<file path="src/rtl/multiword_cla_sequencer.sv">
// rtl/multiword_cla_sequencer.sv - Multi-cycle W=N*WORDS adder driving one N-bit carry-lookahead adder
// Operands are buffered on accept, summed LSB chunk first with a registered carry, then held until taken.
`timescale 1ns/1ps

module cla_adder #(
  parameter int N = 8
) (
  input  logic [N-1:0] a,
  input  logic [N-1:0] b,
  input  logic         c_in,
  output logic [N-1:0] s,
  output logic         c_out
);

  logic [N-1:0] g;
  logic [N-1:0] p;
  logic [N:0]   c;
  logic         cy;
  logic         prod;

  // Every carry is a flat sum of generate terms, independent of the other carries.
  always_comb begin
    g    = a & b;
    p    = a ^ b;
    c    = '0;
    cy   = 1'b0;
    prod = 1'b1;
    c[0] = c_in;
    for (int i = 0; i < N; i++) begin
      cy   = 1'b0;
      prod = 1'b1;
      for (int j = i; j >= 0; j--) begin
        cy   = cy | (prod & g[j]);
        prod = prod & p[j];
      end
      c[i+1] = cy | (prod & c_in);
    end
    s     = p ^ c[N-1:0];
    c_out = c[N];
  end

endmodule

module multiword_cla_sequencer #(
  parameter int N     = 8,
  parameter int WORDS = 4
) (
  input  logic                 clk,
  input  logic                 reset,
  input  logic                 in_valid,
  output logic                 in_ready,
  input  logic [N*WORDS-1:0]   a,
  input  logic [N*WORDS-1:0]   b,
  input  logic                 c_in,
  output logic                 out_valid,
  input  logic                 out_ready,
  output logic [N*WORDS-1:0]   s,
  output logic                 c_out,
  output logic                 ovf
);

  localparam int W  = N * WORDS;
  localparam int IW = (WORDS > 1) ? $clog2(WORDS) : 1;
  localparam logic [IW-1:0] LAST = IW'(WORDS - 1);

  typedef enum logic [1:0] {IDLE, RUN, DONE} state_t;

  state_t        state;
  logic [IW-1:0] idx;
  logic          carry;
  logic [W-1:0]  a_reg;
  logic [W-1:0]  b_reg;
  logic [N-1:0]  a_chunk;
  logic [N-1:0]  b_chunk;
  logic [N-1:0]  sum_chunk;
  logic          chunk_c_out;

  always_comb begin
    a_chunk = '0;
    b_chunk = '0;
    for (int k = 0; k < WORDS; k++) begin
      if (idx == IW'(k)) begin
        a_chunk = a_reg[k*N +: N];
        b_chunk = b_reg[k*N +: N];
      end
    end
  end

  cla_adder #(.N(N)) u_cla (
    .a     (a_chunk),
    .b     (b_chunk),
    .c_in  (carry),
    .s     (sum_chunk),
    .c_out (chunk_c_out)
  );

  always_ff @(posedge clk) begin
    if (reset) begin
      state     <= IDLE;
      idx       <= '0;
      carry     <= 1'b0;
      s         <= '0;
      c_out     <= 1'b0;
      ovf       <= 1'b0;
      out_valid <= 1'b0;
      in_ready  <= 1'b1;
    end else begin
      case (state)
        IDLE: begin
          if (in_valid && in_ready) begin
            a_reg    <= a;
            b_reg    <= b;
            carry    <= c_in;
            idx      <= '0;
            in_ready <= 1'b0;
            state    <= RUN;
          end
        end
        RUN: begin
          for (int k = 0; k < WORDS; k++) begin
            if (idx == IW'(k)) s[k*N +: N] <= sum_chunk;
          end
          carry <= chunk_c_out;
          // The top chunk's MSB is the final sign bit of s.
          if (idx == LAST) begin
            c_out     <= chunk_c_out;
            ovf       <= (a_reg[W-1] == b_reg[W-1]) && (sum_chunk[N-1] != a_reg[W-1]);
            out_valid <= 1'b1;
            state     <= DONE;
          end else begin
            idx <= idx + IW'(1);
          end
        end
        DONE: begin
          if (out_ready) begin
            out_valid <= 1'b0;
            in_ready  <= 1'b1;
            state     <= IDLE;
          end
        end
        default: state <= IDLE;
      endcase
    end
  end

endmodule

</file>
<file path="config.mk">
export PLATFORM = sky130hd
export DESIGN_NAME = multiword_cla_sequencer
export DESIGN_NICKNAME = d
export VERILOG_FILES = /design/src/rtl/multiword_cla_sequencer.sv
export SDC_FILE = /design/constraint.sdc
export NUM_CORES = 1
export LEC_CHECK = 0
export ABC_CLOCK_PERIOD_IN_PS = 11400
export CAP_MARGIN = 0
export CORE_MARGIN = 1.5
export CORE_UTILIZATION = 45
export CTS_CLUSTER_SIZE = 40
export DETAILED_ROUTE_END_ITERATION = 6
export GPL_TIMING_DRIVEN = 0
export HOLD_SLACK_MARGIN = 0.06
export PLACE_DENSITY_LB_ADDON = 0.08
export SLEW_MARGIN = 5
export SYNTH_ARGS = -nofsm -noshare
export SYNTH_HDL_FRONTEND = slang
export SYNTH_SLANG_ARGS = --single-unit
</file>
<file path="constraint.sdc">
create_clock -name clk -period 11.4 [get_ports clk]
set_input_delay 2.28 -clock clk [delete_from_list [all_inputs] [get_ports clk]]
set_output_delay 2.28 -clock clk [all_outputs]
set_load 0.005 [all_outputs]
</file>
==> metrics.md, run 1 <==
| Metric | Value |
|---|---|
| Cell repeated most along the worst path | `sky130_fd_sc_hd__buf_4` |
| Area of the core region | `9680 um^2` |
| Post-synth top cells | `sky130_fd_sc_hd__nand2_1, sky130_fd_sc_hd__edfxtp_1, sky130_fd_sc_hd__a21oi_1` |
| Clock latency of the later-clocked register in the worst-skew pair | `370 ps` |
| Number of buffers added to fix hold violations after cts | `0` |
| Highest clock frequency the design can meet | `213 MHz` |
| Final RePlAce weighted congestion | `0.794` |
| Height of the die | `102 um` |
| Final instance area | `5900 um^2` |
| Worst path max stage delay | `690 ps` |
| Cell area after technology mapping | `4440 um^2` |
| Unrepaired setup endpoints after global routing | `false` |
| Classification of the worst-slack hold path | `flip-flop to flip-flop` |
| Dominant cell by count in the synthesized netlist | `sky130_fd_sc_hd__nand2_1` |
| Clock-pin slew on the worst setup and hold paths | `100 ps` |
| Clock sinks | `105` |
| Number of rows in the core area | `36` |
| Number of nets in the synthesized netlist | `493` |
| Period Utilization, post-route | `41.1%` |
| Crit Path Class | `primary input to flip-flop` |
| Die area | `10500 um^2` |
| Detailed Routing Iterations Pass 1 | `5` |
| Number of distinct library cells after synthesis | `40` |
| Category of the worst setup path launch point | `primary input` |
| # H-tree levels | `3` |
| Result of the run | `completed` |
| Instance area after placement | `5720 um^2` |
| Final hold vios | `0` |
| Cell with the largest stage delay on the worst path | `sky130_fd_sc_hd__nor4_2` |
| Count of pins over their slew limit | `0` |
| Critical path buffers and inverters | `7` |
| VDD IR-drop max | `0.0717 mV` |
| DRC marker count from the first detailed-route iteration | `132` |
| Global-route congestion overflow total | `0` |
| Starting Density | `45.9%` |
| Post-CTS setup repair buffer count | `0` |
| Source of the worst register-to-register timing path | `idx[0]` |
| Async set or reset register ratio after synthesis | `0%` |
| Pwr per Cell Area | `136 nW/um^2` |
| Leak Pwr | `0.00200 uW` |
| Data required time at the worst endpoint | `11480 ps` |
| Share of layout cells above drive strength 1 | `7.61%` |
| Boundary pin count | `105` |
| Synthesis-stage register bit count | `105` |
| Min-Delay Startpoint | `s[26]` |
| Part of the total power dissipated in combinational logic | `19.3%` |
| Switching power as a share of total power | `27.4%` |
| Share of the synthesized area in the top cell type | `43.3%` |
| Vias per inst | `5.06` |
| Synth area leader | `sky130_fd_sc_hd__edfxtp_1` |
| Worst Hold Path EP | `s[26]` |
| Worst-case clock buffer depth | `2` |
| Number of buffers added by the clock tree synthesis step | `9` |
| Synthesized instance count | `411` |
| Synthesized area per cell | `10.8 um^2` |
| Post-layout nets | `616` |
| Share of power burned in the clock network | `27.5%` |
| Die outline width | `102 um` |
| Worst-Margin Slew | `748 ps` |
| Via count of the first global-routing pass | `3218` |
| DRC viols | `0` |
| Seq/Total Area, Yosys | `61.7%` |
| Routed WL per cell | `14.4 um` |
| Max-cap violations | `0` |
| Reg2reg end | `ovf` |
| Total of cells resized after clock tree synthesis | `0` |
| Root Driver | `sky130_fd_sc_hd__clkbuf_8` |
| Max FO, Critical Path | `10` |
| Setup Skew | `10.5 ps` |
| Area added between synthesis and finish | `32.9%` |
| Register-to-Register Path Depth | `14` |
| # diodes | `0` |
| Count of final setup violators | `0` |
| Count of vias placed by the detailed router | `3398` |
| Worst slew margin relative to its limit | `49.7%` |
| Post-DP HPWL | `7480 um` |
| Count of yosys warnings during synthesis | `0` |
| Number of buffer cells added on primary ports | `104` |
| Internal Dissipation | `582 uW` |
| Aggregate global-route resource usage | `19.6%` |
| Global-route wire length before repair | `15500 um` |
| Antenna viol nets, final | `0` |
| Number of antenna violations at the first check in global routing | `0` |
| Ys flop type | `sky130_fd_sc_hd__edfxtp_1` |
| Final critical path time including I/O delays and setup | `4690 ps` |
| Reg2reg setup slack | `7670 ps` |
| CP endpoint kind | `flip-flop` |
| Cell-by-cell listing of the critical path | `clkdlybuf4s50_1, clkbuf_1, nor4_2, buf_4, buf_4, buf_4, buf_4, buf_4` |
| Sequential cell fraction of total power | `53.2%` |
| Final design utilization | `61.0%` |
| CTS tree | `built` |
| Family of cells with the greatest summed delay on the critical path | `buffers and inverters` |
| Data arrival time of the worst path | `4770 ps` |
| Synth top area cells | `sky130_fd_sc_hd__edfxtp_1, sky130_fd_sc_hd__dfxtp_1, sky130_fd_sc_hd__nand2_1` |
| Cell depth of the worst hold path | `2` |
| Switching Power | `219 uW` |
| Largest net degree at the start of global routing | `19` |
| Hold Worst Slack | `461 ps` |
| Overall routed net length | `9650 um` |
| Number of flops mapped to enable cells by yosys | `64` |
## stage by stage
step | instances | power (uW) | TNS, ps | worst slack [ps]
after floorplan | 411 | 527 | 0 | 2170
after global placement | 648 | 588 | -34010 | -534
after detailed placement | 656 | 591 | 0 | 6290
after CTS | 672 | 807 | 0 | 6680
after global routing | 672 | 837 | 0 | 6530
final | 672 | 801 | 0 | 6710
## power by group through the flow
stage                     Sequential, uW  Combinational, uW  Clock (uW)
after floorplan                      436               90.8           0
after global placement               438                150           0
after detailed placement             436                155           0
after CTS                            427                156         225
after global routing                 428                171         238
final                                427                154         220
## worst max-delay path by stage
stage / from / to / slack (ps) / cells past startpoint
finish: reset / b_reg[8] / 6710 / 8
floorplan: reset / a_reg[0] / 2170 / 2
detailed placement: reset / a_reg[8] / 6290 / 8
global route: reset / b_reg[8] / 6530 / 8
CTS: reset / b_reg[8] / 6680 / 8
global placement: reset / a_reg[13] / -530 / 3
## cells in the final DEF (no fill, tap or decap), types with 2 or more instances in the layout
master and count:
sky130_fd_sc_hd__clkbuf_8 10, sky130_fd_sc_hd__nand3b_1 16, sky130_fd_sc_hd__nand2_1 78, sky130_fd_sc_hd__o21bai_1 2
sky130_fd_sc_hd__buf_2 7, sky130_fd_sc_hd__nor3_1 6, sky130_fd_sc_hd__a21oi_1 56, sky130_fd_sc_hd__a211oi_1 4
sky130_fd_sc_hd__clkbuf_1 22, sky130_fd_sc_hd__dfxtp_1 41, sky130_fd_sc_hd__nor2_1 9, sky130_fd_sc_hd__inv_1 7
sky130_fd_sc_hd__mux2_2 2, sky130_fd_sc_hd__nor2b_1 2, sky130_fd_sc_hd__inv_6 2, sky130_fd_sc_hd__clkinv_4 2
sky130_fd_sc_hd__nand3_1 18, sky130_fd_sc_hd__ha_1 12, sky130_fd_sc_hd__buf_4 8, sky130_fd_sc_hd__xnor2_1 5
sky130_fd_sc_hd__clkdlybuf4s50_1 104, sky130_fd_sc_hd__o311ai_0 4, sky130_fd_sc_hd__o21ai_0 21, sky130_fd_sc_hd__o31ai_1 8
sky130_fd_sc_hd__a21o_1 3, sky130_fd_sc_hd__and2_1 5, sky130_fd_sc_hd__edfxtp_1 64
## metal layers
| metal | global-route usage (%) | routed length, um |
|---|---|---|
| met1 | 24.1 | 4200 |
| met2 | 33.8 | 4800 |
| met3 | 4.58 | 507 |
| met4 | 6.85 | 131 |
| met5 | 0 | 0 |
## area by class of cell
class | instances | area [um^2]
inverters | 8 | 30.0
flip-flops and latches | 105 | 2740
multi-input cells | 269 | 1560
clock inverters | 5 | 46.3
plain buffers | 29 | 118
well taps | 133 | 166
repair buffers | 112 | 1100
clock buffers | 11 | 143
fillers | 839 | 3780
## worst reg2reg max path, cell delays in order, from the launching register on
cell	delay, ps
sky130_fd_sc_hd__dfxtp_1	370
sky130_fd_sc_hd__inv_1	100
sky130_fd_sc_hd__ha_1	140
sky130_fd_sc_hd__clkbuf_1	400
sky130_fd_sc_hd__clkbuf_1	420
sky130_fd_sc_hd__nand3b_1	130
sky130_fd_sc_hd__a21oi_1	210
sky130_fd_sc_hd__a21oi_1	60
sky130_fd_sc_hd__o21ai_0	310
sky130_fd_sc_hd__ha_1	290
sky130_fd_sc_hd__a21o_1	220
sky130_fd_sc_hd__a22oi_2	260
sky130_fd_sc_hd__a31oi_2	200
sky130_fd_sc_hd__a221o_1	350
sky130_fd_sc_hd__and3_1	170
## kinds of logic after synthesis
family	synth area share (%)
adder cells (fa/ha/maj)	3.83
buffers and inverters	3.32
AO/OA/AOI/OAI	14.7
multiplexers	0.507
flip-flops	61.7
AND/OR/NAND/NOR	14.9
XOR/XNOR	0.986
Note: power is estimated with default switching activity, not from simulation.
==> inputs of run 2 (changes only) <==
- ABC_CLOCK_PERIOD_IN_PS: 11400 -> 4300
- clock period: 11.4 -> 4.3 ns (I/O delays scaled with it)
==> run 2 against run 1 <==
Net effect:
- global-route usage fell by 0.37 points
- power grew to 2.7 times the previous value
- critical path type is now flip-flop to flip-flop
- highest routed layer unchanged
- die area did not move
- clock-buffer cell count increased by 1
- critical path depth is 6 higher
- sequential share of layout area barely moved
- routed wire length down 0.87%
- combinational power grew to 2.7 times the previous value
- final cell count shrank 0.60%
- clock power increased to 2.7 times the previous value
==> metrics.md, run 2 (synthesized netlist as in run 1, its figures left out) <==
| Metric | Value |
|---|---|
| Result of the run | `completed` |
| Count of vias placed by the detailed router | `3419 (+0.62%)` |
| Top library cells by usage in the layout, fill and taps aside | `sky130_fd_sc_hd__clkdlybuf4s50_1, sky130_fd_sc_hd__nand2_1, sky130_fd_sc_hd__edfxtp_1` |
| Instance area after placement | `5710 um^2 (-0.11%)` |
| Total power after layout | `2150 uW (+170%)` |
| Setup Skew | `12.9 ps (+2.36 ps)` |
| Data required time at the worst endpoint | `4560 ps (-6920 ps)` |
| Cell-by-cell listing of the critical path | `inv_1, ha_1, clkbuf_1, clkbuf_1, nand3b_1, a21oi_1, a21oi_1, o21ai_0, ha_1, a21o_1, a22oi_2, a31oi_2, a221o_1, and3_1` |
| Pwr per Cell Area | `363 nW/um^2 (+170%)` |
| Post-DP HPWL | `7370 um (-1.5%)` |
| Worst slew margin relative to its limit | `40.3% (-9.5 points)` |
| Final critical path time including I/O delays and setup | `3730 ps` |
| Worst-Margin Slew | `889 ps (+142 ps)` |
| Number of buffers added to fix hold violations after cts | `0 (unchanged)` |
| Number of buffers added by the clock tree synthesis step | `9 (unchanged)` |
| Data arrival time of the worst path | `3990 ps (-780 ps)` |
| Global-route wire length before repair | `15200 um (-1.8%)` |
| Boundary pin count | `105 (unchanged)` |
| DRC viols | `0 (unchanged)` |
| Number of antenna violations at the first check in global routing | `0 (unchanged)` |
| Final design utilization | `61.0% (+0.065 points)` |
| Register-to-Register Path Depth | `14 (unchanged)` |
| Worst-case clock buffer depth | `2 (unchanged)` |
| Period Utilization, post-route | `86.8%` |
| Max FO, Critical Path | `10 (unchanged)` |
| Most frequent standard cell in the layout excluding fill and tap cells | `sky130_fd_sc_hd__clkdlybuf4s50_1` |
| Clock latency of the later-clocked register in the worst-skew pair | `360 ps (about the same)` |
| Final RePlAce weighted congestion | `0.806 (+1.5%)` |
| Post-CTS setup repair buffer count | `0 (unchanged)` |
| Share of layout cells above drive strength 1 | `6.73% (-0.88 points)` |
| Overall routed net length | `9560 um (-0.87%)` |
| Highest clock frequency the design can meet | `268 MHz` |
| Routed WL per cell | `14.3 um (-0.28%)` |
| Worst path max stage delay | `400 ps (-290 ps)` |
| Crit Path Class | `flip-flop to flip-flop` |
| VDD IR-drop max | `0.154 mV (+120%)` |
| Detailed Routing Iterations Pass 1 | `4 (-1)` |
| Leak Pwr | `0.00198 uW (-1.0%)` |
| Antenna viol nets, final | `0 (unchanged)` |
| Largest net degree at the start of global routing | `19 (unchanged)` |
| Multi-input gate area | `1570 um^2 (+0.56%)` |
| CP endpoint kind | `flip-flop` |
| Cell with the largest stage delay on the worst path | `sky130_fd_sc_hd__clkbuf_1` |
| Root Driver | `sky130_fd_sc_hd__clkbuf_8` |
| # diodes | `0 (unchanged)` |
| Number of rows in the core area | `36 (unchanged)` |
| # H-tree levels | `3 (unchanged)` |
| Global-route congestion overflow total | `0 (unchanged)` |
| Final hold vios | `0 (unchanged)` |
| Vias per inst | `5.12 (+1.2%)` |
| Sequential cell area | `2740 um^2 (unchanged)` |
| Via count of the first global-routing pass | `3167 (-1.6%)` |
| Clock-pin slew on the worst setup and hold paths | `100 ps (about the same)` |
| Category of the worst setup path launch point | `flip-flop` |
| Height of the die | `102 um (unchanged)` |
| Aggregate global-route resource usage | `19.2% (-0.37 points)` |
| Hold Worst Slack | `459 ps (-1.88 ps)` |
| Classification of the worst-slack hold path | `flip-flop to flip-flop` |
| Number of buffer cells added on primary ports | `104 (unchanged)` |
| Final instance area | `5910 um^2 (+0.11%)` |
| Area added between synthesis and finish | `33.1%` |
| Unrepaired setup endpoints after global routing | `false` |
| Reg2reg setup slack | `570 ps (-7100 ps)` |
| Count of pins over their slew limit | `0 (unchanged)` |
| Reg2reg end | `ovf` |
| Total of cells resized after clock tree synthesis | `0 (unchanged)` |
| Count of final setup violators | `0 (unchanged)` |
| Die outline width | `102 um (unchanged)` |
| Launch point of the critical path | `idx[0]` |
| Source of the worst register-to-register timing path | `idx[0]` |
| Die area | `10500 um^2 (unchanged)` |
| Max-cap violations | `0 (unchanged)` |
| Destination of the critical timing path | `ovf` |
| Area of the core region | `9680 um^2 (unchanged)` |
| DRC marker count from the first detailed-route iteration | `115 (-13%)` |
| Clock sinks | `105 (unchanged)` |
| Post-layout nets | `612 (-0.65%)` |
| Starting Density | `45.9% (unchanged)` |
| CTS tree | `built` |
| Summed negative setup slack over all endpoints | `0 ps (unchanged)` |
| Filler instances | `848 (+1.1%)` |
==> run 2: how the worst min path moves through the flow <==
stage          start    end  slack (ps)  depth (start not counted)
2_1_floorplan   s[0]   s[0]         450                          2
3_3_place_gp   s[24]  s[24]         450                          2
3_5_place_dp   s[16]  s[16]         450                          2
4_1_cts        s[16]  s[16]         460                          2
5_1_grt        s[24]  s[24]         470                          2
6_report       s[16]  s[16]         460                          2
==> run 2: worst max-delay path: cells and delay by family (launching register included) <==
family          cells  cell delay [ps]
buf+inv             3              880
flops               1              370
fa+ha+maj           2              460
simple gates        2              300
compound gates      7             1650
==> run 2: power breakdown <==
part / internal (uW) / switching [uW] / leakage, uW / total [uW]
Clock: 267 / 336 / 0.0000959 / 603
Sequential: 1110 / 19.1 / 0.000920 / 1130
Combinational: 191 / 221 / 0.000964 / 412
==> run 2: cell type report <==
class,count,share of cell area (%)
buffer,29,1.99
clock inverter,4,0.593
tap,133,2.82
multi-input combinational,269,26.5
sequential,105,46.4
inverter,8,0.508
timing repair buffer,108,18.4
clock buffer,12,2.82
==> run 2: metal layers <==
metal | wire length [um] | global-route usage [%] | vias to the layer above
met5 | 0 | 0 | -
met4 | 206 | 7.80 | 0
met3 | 395 | 3.21 | 19
met2 | 4580 | 32.2 | 106
met1 | 4380 | 24.8 | 1580
li1 | - | - | 1714
==> run 2: per-stage QoR <==
| step | cells | setup WS (ps) |
|---|---|---|
| after floorplan | 411 | 684 |
| after global placement | 648 | -627 |
| after detailed placement | 652 | 556 |
| after CTS | 668 | 540 |
| after global routing | 668 | 235 |
| final | 668 | 568 |
==> inputs of run 3 (changes only) <==
- GPL_TIMING_DRIVEN: 0 -> default
==> run 3 against run 2 <==
Net effect:
- global-route usage fell by 0.39 points
- critical path depth is 2 lower
- non-clock buffer count shrank 28
- register-to-register slack improved by 160 ps
- combinational power fell by 3%
- final cell count down 4.2%
- sequential power about the same
- routed wire length fell by 2.3%
- critical path type unchanged
==> metrics.md, run 3 (synthesized netlist as in run 1, its figures left out) <==
| Metric | Value |
|---|---|
| Result of the run | `completed` |
| DRC marker count from the first detailed-route iteration | `89 (-23%)` |
| Via count of the first global-routing pass | `3078 (-2.8%)` |
| Number of buffers added by the clock tree synthesis step | `9 (unchanged)` |
| Die outline width | `102 um (unchanged)` |
| Share of layout cells above drive strength 1 | `5.72% (-1.0 points)` |
| Count of pins over their slew limit | `0 (unchanged)` |
| Global-route wire length before repair | `14900 um (-2.0%)` |
| CTS tree | `built` |
| Post-layout nets | `584 (-4.6%)` |
| Global-route congestion overflow total | `0 (unchanged)` |
| Area added between synthesis and finish | `29.7%` |
| Final RePlAce weighted congestion | `0.797 (-1.1%)` |
| Overall routed net length | `9350 um (-2.3%)` |
| Leak Pwr | `0.00191 uW (-3.3%)` |
| Switching Power | `575 uW (-0.30%)` |
| Pwr per Cell Area | `363 nW/um^2 (about the same)` |
| Count of final setup violators | `0 (unchanged)` |
| Largest net degree at the start of global routing | `65 (+46)` |
| Crit Path Class | `flip-flop to flip-flop` |
| # diodes | `0 (unchanged)` |
| Die area | `10500 um^2 (unchanged)` |
| Aggregate global-route resource usage | `18.8% (-0.39 points)` |
| CP endpoint kind | `flip-flop` |
| Source of the worst register-to-register timing path | `idx[1]` |
| Category of the worst setup path launch point | `flip-flop` |
| Setup Skew | `19.2 ps (+6.34 ps)` |
| Most frequent standard cell in the layout excluding fill and tap cells | `sky130_fd_sc_hd__clkdlybuf4s50_1` |
| Count of vias placed by the detailed router | `3248 (-5.0%)` |
| Root Driver | `sky130_fd_sc_hd__clkbuf_8` |
| Filler instances | `855 (+0.83%)` |
| Data required time at the worst endpoint | `4560 ps (about the same)` |
| Register-to-Register Path Depth | `12 (-2)` |
| Clock sinks | `105 (unchanged)` |
| Top library cells by usage in the layout, fill and taps aside | `sky130_fd_sc_hd__clkdlybuf4s50_1, sky130_fd_sc_hd__nand2_1, sky130_fd_sc_hd__edfxtp_1` |
| Number of buffer cells added on primary ports | `104 (unchanged)` |
| Data arrival time of the worst path | `3830 ps (-160 ps)` |
| Vias per inst | `5.08 (-0.85%)` |
| Max FO, Critical Path | `34 (+24)` |
| Total of cells resized after clock tree synthesis | `0 (unchanged)` |
| Highest clock frequency the design can meet | `280 MHz (+4.6%)` |
| Final critical path time including I/O delays and setup | `3570 ps (-163 ps)` |
| Max-cap violations | `0 (unchanged)` |
| Sequential cell fraction of total power | `54.2% (+1.5 points)` |
| Post-DP HPWL | `6720 um (-8.8%)` |
| Min-Delay Startpoint | `s[16]` |
| Launch point of the critical path | `idx[1]` |
| VDD IR-drop max | `0.166 mV (+7.4%)` |
| Summed negative setup slack over all endpoints | `0 ps (unchanged)` |
| Final design utilization | `59.5% (-1.5 points)` |
| Total power after layout | `2090 uW (-2.6%)` |
| Height of the die | `102 um (unchanged)` |
| Routed WL per cell | `14.6 um (+2.0%)` |
| Number of antenna violations at the first check in global routing | `0 (unchanged)` |
| Classification of the worst-slack hold path | `flip-flop to flip-flop` |
| Number of rows in the core area | `36 (unchanged)` |
| Unrepaired setup endpoints after global routing | `false` |
| Boundary pin count | `105 (unchanged)` |
| Reg2reg end | `ovf` |
| Area of the core region | `9680 um^2 (unchanged)` |
| Internal Dissipation | `1520 uW (-3.4%)` |
| Switching power as a share of total power | `27.5% (+0.63 points)` |
| Share of power burned in the clock network | `26.7% (-1.4 points)` |
| Reg2reg setup slack | `730 ps (+160 ps)` |
| Part of the total power dissipated in combinational logic | `19.2% (about the same)` |
| Detailed Routing Iterations Pass 1 | `5 (+1)` |
| # H-tree levels | `3 (unchanged)` |
| Period Utilization, post-route | `83.0% (-3.8 points)` |
| Worst-case clock buffer depth | `2 (unchanged)` |
| Clock-pin slew on the worst setup and hold paths | `100 ps (about the same)` |
| Hold Worst Slack | `460 ps (+1.28 ps)` |
| Antenna viol nets, final | `0 (unchanged)` |
| Worst-Margin Slew | `1010 ps (+117 ps)` |
| DRC viols | `0 (unchanged)` |
| Post-CTS setup repair buffer count | `0 (unchanged)` |
| Worst Hold Path EP | `s[16]` |
| Starting Density | `45.9% (unchanged)` |
| Number of buffers added to fix hold violations after cts | `0 (unchanged)` |
| Worst slew margin relative to its limit | `32.9% (-7.4 points)` |
| Final hold vios | `0 (unchanged)` |
| Clock latency of the later-clocked register in the worst-skew pair | `370 ps (about the same)` |
| Cell depth of the worst hold path | `2 (unchanged)` |
## run 3: changes by cell type in the layout (fill, tap and decap cells not counted), sizes merged
cell	delta
clkinv	+3
inv	+1
buf	-6
clkbuf	-24
clkinvlp	-2
## run 3: routing by layer
metal	up-vias	track usage, %	wire, um
met5	-	0	0
met4	0	7.48	172
met3	16	4.31	434
met2	105	29.8	4300
met1	1476	25.2	4440
li1	1651	-	-
## run 3: critical path, cell delays in order, from the launching register on
cell	delay, ps
sky130_fd_sc_hd__dfxtp_1	350
sky130_fd_sc_hd__inv_1	100
sky130_fd_sc_hd__ha_1	830
sky130_fd_sc_hd__nand2_1	110
sky130_fd_sc_hd__a21oi_1	180
sky130_fd_sc_hd__a21oi_1	60
sky130_fd_sc_hd__o21ai_0	340
sky130_fd_sc_hd__ha_1	290
sky130_fd_sc_hd__a21o_1	220
sky130_fd_sc_hd__a22oi_2	260
sky130_fd_sc_hd__a31oi_2	210
sky130_fd_sc_hd__a221o_1	350
sky130_fd_sc_hd__and3_1	170
## run 3: area by class of cell
type                    count  area (um^2)  share of cell area, %
clock inverters             6         50.0                  0.869
multi-input cells         269         1570                   27.2
flip-flops and latches    105         2740                   47.6
repair buffers            109         1080                   18.7
inverters                   8         30.0                  0.521
well taps                 133          166                   2.89
clock buffers              10          128                   2.21
## run 3: power by group through the flow
stage / Sequential (uW) / Clock, uW / Combinational, uW
final: 1130 / 557 / 401
after floorplan: 1150 / 0 / 242
after CTS: 1130 / 571 / 400
after detailed placement: 1160 / 0 / 399
after global routing: 1140 / 606 / 444
after global placement: 1160 / 0 / 392
## run 3: how the worst max path moves through the flow
stage / end / slack, ps / depth (start not counted)
after CTS: ovf / 720 / 12
after detailed placement: ovf / 750 / 12
after global placement: ovf / 900 / 11
after global routing: s[13] / 350 / 10
after floorplan: a_reg[0] / 680 / 2
final: ovf / 730 / 12
## run 3: through the flow
step,instance area [um^2],instances,setup slack [ps]
2_1_floorplan,4460,411,684
3_3_place_gp,5580,624,898
3_5_place_dp,5580,624,747
4_1_cts,5760,640,723
5_1_grt,5760,640,351
6_report,5760,640,731
